===== src/rtl/fifo_pkg.sv =====
// Shared helpers and constants for the parametrised synchronous FIFO.
// Holds pointer sizing, the legal-parameter check and flag reset values.
package fifo_pkg;

    localparam logic ERR_RST   = 1'b0;
    localparam logic VALID_RST = 1'b0;

    // Pointer width for a power-of-two depth; pointers wrap naturally.
    function automatic int unsigned ptr_w(input int unsigned depth);
        return $clog2(depth);
    endfunction

    function automatic bit params_ok(input int unsigned data_w,
                                     input int unsigned depth,
                                     input int unsigned af_level,
                                     input int unsigned ae_level);
        return (data_w >= 32'd1) &&
               (depth >= 32'd2) &&
               ((depth & (depth - 32'd1)) == 32'd0) &&
               (af_level >= 32'd1) && (af_level <= depth) &&
               (ae_level <= depth - 32'd1);
    endfunction

endpackage


===== src/rtl/sync_fifo_param_mem.sv =====
// Two-port storage for the FIFO: synchronous write, asynchronous read.
// Contents are deliberately not reset.
module fifo_mem_2p
    import fifo_pkg::*;
#(
    parameter int unsigned DATA_W = 8,
    parameter int unsigned DEPTH  = 16
) (
    input  logic                       clk,
    input  logic                       we,
    input  logic [ptr_w(DEPTH)-1:0]    waddr,
    input  logic [DATA_W-1:0]          wdata,
    input  logic [ptr_w(DEPTH)-1:0]    raddr,
    output logic [DATA_W-1:0]          rdata
);

    logic [DATA_W-1:0] mem [DEPTH];

    always_ff @(posedge clk) begin
        if (we) begin
            mem[waddr] <= wdata;
        end
    end

    assign rdata = mem[raddr];

endmodule


===== src/rtl/sync_fifo_param.sv =====
// Parametrised single-clock FIFO with occupancy count, programmable
// almost flags, sticky error flags and optional first-word-fall-through.
module sync_fifo_param
    import fifo_pkg::*;
#(
    parameter int unsigned DATA_W   = 8,
    parameter int unsigned DEPTH    = 16,
    parameter int unsigned AF_LEVEL = DEPTH - 2,
    parameter int unsigned AE_LEVEL = 2,
    parameter bit          FWFT     = 1'b0
) (
    input  logic                     clk,
    input  logic                     rst_n,
    input  logic                     wr_en,
    input  logic [DATA_W-1:0]        din,
    input  logic                     rd_en,
    output logic [DATA_W-1:0]        dout,
    output logic                     dout_valid,
    output logic [$clog2(DEPTH):0]   count,
    output logic                     full,
    output logic                     empty,
    output logic                     almost_full,
    output logic                     almost_empty,
    output logic                     overflow,
    output logic                     underflow,
    input  logic                     clr_err
);

    localparam int unsigned PTR_W = ptr_w(DEPTH);
    localparam int unsigned CNT_W = PTR_W + 1;

    if (!params_ok(DATA_W, DEPTH, AF_LEVEL, AE_LEVEL)) begin : g_bad_params
        $error("sync_fifo_param: illegal DATA_W/DEPTH/AF_LEVEL/AE_LEVEL");
    end

    logic [PTR_W-1:0]  wr_ptr, rd_ptr, wr_ptr_nxt, rd_ptr_nxt;
    logic [CNT_W-1:0]  count_q, count_nxt;
    logic              overflow_q, underflow_q, overflow_nxt, underflow_nxt;
    logic              wr_acc, rd_acc;
    logic [DATA_W-1:0] rd_data;

    // Flags are decoded from the registered count, so they never lag it.
    assign full         = (count_q == CNT_W'(DEPTH));
    assign empty        = (count_q == CNT_W'(0));
    assign almost_full  = (count_q >= CNT_W'(AF_LEVEL));
    assign almost_empty = (count_q <= CNT_W'(AE_LEVEL));
    assign count        = count_q;
    assign overflow     = overflow_q;
    assign underflow    = underflow_q;

    // Acceptance uses pre-edge state: no write-to-read bypass when empty.
    always_comb begin
        wr_acc        = wr_en & ~full;
        rd_acc        = rd_en & ~empty;
        wr_ptr_nxt    = wr_ptr;
        rd_ptr_nxt    = rd_ptr;
        count_nxt     = count_q;
        if (wr_acc) begin
            wr_ptr_nxt = wr_ptr + PTR_W'(1);
        end
        if (rd_acc) begin
            rd_ptr_nxt = rd_ptr + PTR_W'(1);
        end
        case ({wr_acc, rd_acc})
            2'b10:   count_nxt = count_q + CNT_W'(1);
            2'b01:   count_nxt = count_q - CNT_W'(1);
            default: count_nxt = count_q;
        endcase
        // A new error event beats a coincident clear.
        overflow_nxt  = (overflow_q  & ~clr_err) | (wr_en & full);
        underflow_nxt = (underflow_q & ~clr_err) | (rd_en & empty);
    end

    always_ff @(posedge clk or negedge rst_n) begin
        if (!rst_n) begin
            wr_ptr      <= '0;
            rd_ptr      <= '0;
            count_q     <= '0;
            overflow_q  <= ERR_RST;
            underflow_q <= ERR_RST;
        end else begin
            wr_ptr      <= wr_ptr_nxt;
            rd_ptr      <= rd_ptr_nxt;
            count_q     <= count_nxt;
            overflow_q  <= overflow_nxt;
            underflow_q <= underflow_nxt;
        end
    end

    fifo_mem_2p #(
        .DATA_W (DATA_W),
        .DEPTH  (DEPTH)
    ) u_mem (
        .clk   (clk),
        .we    (wr_acc),
        .waddr (wr_ptr),
        .wdata (din),
        .raddr (rd_ptr),
        .rdata (rd_data)
    );

    if (FWFT) begin : g_fwft
        // Head word is presented directly; rd_en only pops it.
        assign dout       = empty ? '0 : rd_data;
        assign dout_valid = ~empty;
    end else begin : g_std
        logic [DATA_W-1:0] dout_q;
        logic              valid_q;

        always_ff @(posedge clk or negedge rst_n) begin
            if (!rst_n) begin
                dout_q  <= '0;
                valid_q <= VALID_RST;
            end else begin
                valid_q <= rd_acc;
                if (rd_acc) begin
                    dout_q <= rd_data;
                end
            end
        end

        assign dout       = dout_q;
        assign dout_valid = valid_q;
    end

endmodule


===== config.mk =====
export PLATFORM = sky130hd
export DESIGN_NAME = sync_fifo_param
export DESIGN_NICKNAME = d
export VERILOG_FILES = /design/src/rtl/fifo_pkg.sv /design/src/rtl/sync_fifo_param_mem.sv /design/src/rtl/sync_fifo_param.sv
export SDC_FILE = /design/constraint.sdc
export NUM_CORES = 1
export LEC_CHECK = 0
export CORE_MARGIN = 5
export CORE_UTILIZATION = 35
export DETAILED_ROUTE_END_ITERATION = 7
export HOLD_SLACK_MARGIN = 0.12
export PLACE_DENSITY = 0.52
export SYNTH_ARGS = -nofsm -noshare
export SYNTH_HDL_FRONTEND = slang
export SYNTH_SLANG_ARGS = --single-unit
export TNS_END_PERCENT = 20

===== constraint.sdc =====
create_clock -name clk -period 5.4 [get_ports clk]
set_input_delay 1.08 -clock clk [delete_from_list [all_inputs] [get_ports clk]]
set_output_delay 1.08 -clock clk [all_outputs]
set_load 0.01 [all_outputs]

==> results.toml <==
[placed_design]
place.gp.congestion = 0.777
hpwl_mm = 7.52
port_buffers = 32
numPlacedInstances = 575
detailedPlace.worstSlack_ns = 1.66

[setup_path]
launching_element_type_of_the_critical_path = "register"
timing.critical_path.arrival_ns = 3.64
worst_r2r_startpoint = "count[2]"
worst_setup_ep_type = "register"
critical_path.startpoint = "count[2]"
path_max_fanout = 11
cp.required_ns = 5.69
crit_path_end = "count[4]"
path_type_of_the_worst_setup_path = "register to register"
reg2reg_to = "count[4]"
r2r_slack_ns = 2.06
reg2regPathDepth = 10

[die]
initial_utilization_pct = 35.7
floorplan.io_pins = 33
row_count = 48
die_w_um = 143
fp.dieH_um = 143
design.die.area_um2 = 20400
core_area_um2 = 17300

[routing]
vias = 3021
drc_markers = 0
ant_nets = 0
avgRoutedWirePerCell_um = 20.0
detailedRoute.firstIterationViolations = 177
vias_per_cell = 4.98
drt_wl_total_mm = 12.2
detail_route.first_pass.iterations = 4

[synth]
synth_nets = 352
syn_area_um2 = 6170
ys_seq_elements = 152
synth_cell_types = 43
synth_warnings = 0
synthDominantAreaCellType = "edfxtp_1"
synth_area_leaders = "edfxtp_1, mux4_2, dfrtp_1"
seq_area_frac_synth_pct = 72.0
synthesis.instances = 330
yosys.area.top_type_share_pct = 62.3
postSynthAreaPerCell_um2 = 18.7

[timing]
min_period_over_period_pct = 61.9
period_minus_slack_ns = 3.34
setup_violations = 0
final-hold-violation-count = 0
drv_slew = 0
fin_skew_ns = 0.00869
fmax_mhz = 299
max-slew-margin-rel_pct = 25.8
totalNegativeSetupSlack_ns = 0
tightest_slew_ns = 1.11
rsz_0062_raised_after_global_routing = "false"
min_hold_slack_ns = 0.504
final_critical_path_setup_slack_ns = 2.06

[cts]
total_clock_buffers_created_by_cts = 17
clkSlewWorstSetupHoldPaths_ns = 0.06
htree_num_levels = 4
post_cts_resize_count = 0
clockBufferDepth = 2
cts_post_setup_buffers_inserted = 0
clkLatencyLatePin_ns = 0.42
postCtsHoldBufs = 0
cts_tree = "yes"
ctsRootBufferMaster = "clkbuf_16"
clock_sinks = 152

[global_route]
antenna_found_initial = 0
grt_pass1_vias = 3249
largest_net_degree_at_the_start_of_global_routing = 35
grt.total_usage_pct = 12.9
grt_overflow = 0
grt_pass1_wl_mm = 19.0

[cells_and_area]
share_of_post_route_cells_with_drive_strength_above_1_pct = 20.4
mostFrequentLayoutCell = "edfxtp_1"
layout_common_cells = "edfxtp_1, mux4_2, clkdlybuf4s50_1"
num-nets-final = 391
number_of_diodes_added_for_antenna_fixing = 0
layout-area-overhead-vs-synth_pct = 17.8
finalNonFillerCells = 607

[pwr]
peakVddDrop_mv = 0.282
powerDensity_nw_per_um2 = 519
power_leakage_nw = 2.46

[worst_hold_path]
number_of_cells_traversed_by_the_worst_hold_path = 2
hold_path.class = "register to register"

[job]
total_of_max_cap_violations = 0

[outcome]
result_of_the_run = "completed"
report_power, final:
group	leakage [nW]	switching [W]	total (W)	internal [W]
registers	1.45	0.000166	0.00162	0.00146
logic	0.746	0.000514	0.00104	0.000529
clock network	0.269	0.000474	0.00111	0.000634
worst min-delay path by stage:
stage / to / from
3_5_place_dp: dout[3] / dout[3]
6_report: dout[3] / dout[3]
2_1_floorplan: dout[0] / dout[0]
5_1_grt: dout[3] / dout[3]
4_1_cts: dout[3] / dout[3]
3_3_place_gp: overflow / overflow
per-stage QoR:
stage | util, % | power [W] | cell area (um2)
floorplan | - | 0.00235 | 6170
global placement | 38.8 | 0.00271 | 6720
detailed placement | 38.8 | 0.00272 | 6720
CTS | 42.0 | 0.00383 | 7270
global route | 42.0 | 0.00398 | 7270
finish | 42.0 | 0.00377 | 7270
synth_stat cells, drive strengths merged:
| library cell | number |
|---|---|
| or3 | 1 |
| mux2 | 1 |
| nor3b | 3 |
| a22o | 2 |
| a311oi | 1 |
| nor4 | 1 |
| ha | 9 |
| mux4 | 32 |
| and2 | 1 |
| nand2b | 5 |
| o211a | 1 |
| nor2b | 1 |
| nor2 | 14 |
| mux2i | 16 |
| or4 | 1 |
| xnor2 | 6 |
| a21boi | 1 |
| dfrtp | 24 |
| xor2 | 3 |
| o221ai | 8 |
| inv | 6 |
| nand4 | 2 |
| nor3 | 6 |
| o21ai | 5 |
| buf | 11 |
| and3b | 1 |
| nand2 | 24 |
| o211ai | 1 |
| edfxtp | 128 |
| o31a | 1 |
| o31ai | 1 |
| nand3 | 2 |
| clkbuf | 8 |
| a21oi | 2 |
| a2111oi | 1 |
area by class of cell:
cell class                 instances  area (um2)
clock buffer                      17         425
clock inverter                    15         129
inverter                           6        22.5
sequential                       152        4450
timing repair buffer              39         373
tap                              225         282
multi-input combinational        153        1590
fill                            1559       10000
state kept, by name, indices dropped and copies added, names as in the netlist:
register / count
wr_ptr: 4
rd_ptr: 4
dout_valid: 1
count: 5
overflow: 1
u_mem.mem: 128
underflow: 1
dout: 8
worst max-delay path: stages, from the launching register on:
cell and delay (ns):
dfrtp_1 0.49, or3_4 0.47, o31ai_4 0.50, inv_2 0.20
ha_1 0.37, xor2_1 0.20, ha_1 0.22, o211a_1 0.24
or4_1 0.39, nand3_1 0.09, nor3b_1 0.05
kinds of logic (layout without fill, tap and decap cells):
| group | Yosys count | in the layout | synth area share (%) |
|---|---|---|---|
| AOI/OAI and AO/OA | 24 | 24 | 3.16 |
| DFF | 152 | 152 | 72.0 |
| xor gates and xnor gates | 9 | 9 | 1.28 |
| adders and majority gates | 9 | 9 | 1.83 |
| muxes | 49 | 49 | 14.5 |
| buffers and inverters | 25 | 77 | 2.15 |
| and+or+nand+nor | 62 | 62 | 5.09 |
metal layers:
layer	part of all wire [%]	vias to the layer above	global-route usage, %
met5	0	-	0
met4	0.60	0	3.60
met3	4.3	6	4.15
met2	50	61	20.6
met1	45	1569	17.0
li1	-	1385	-
No activity file was read; power rests on OpenSTA's default activity.
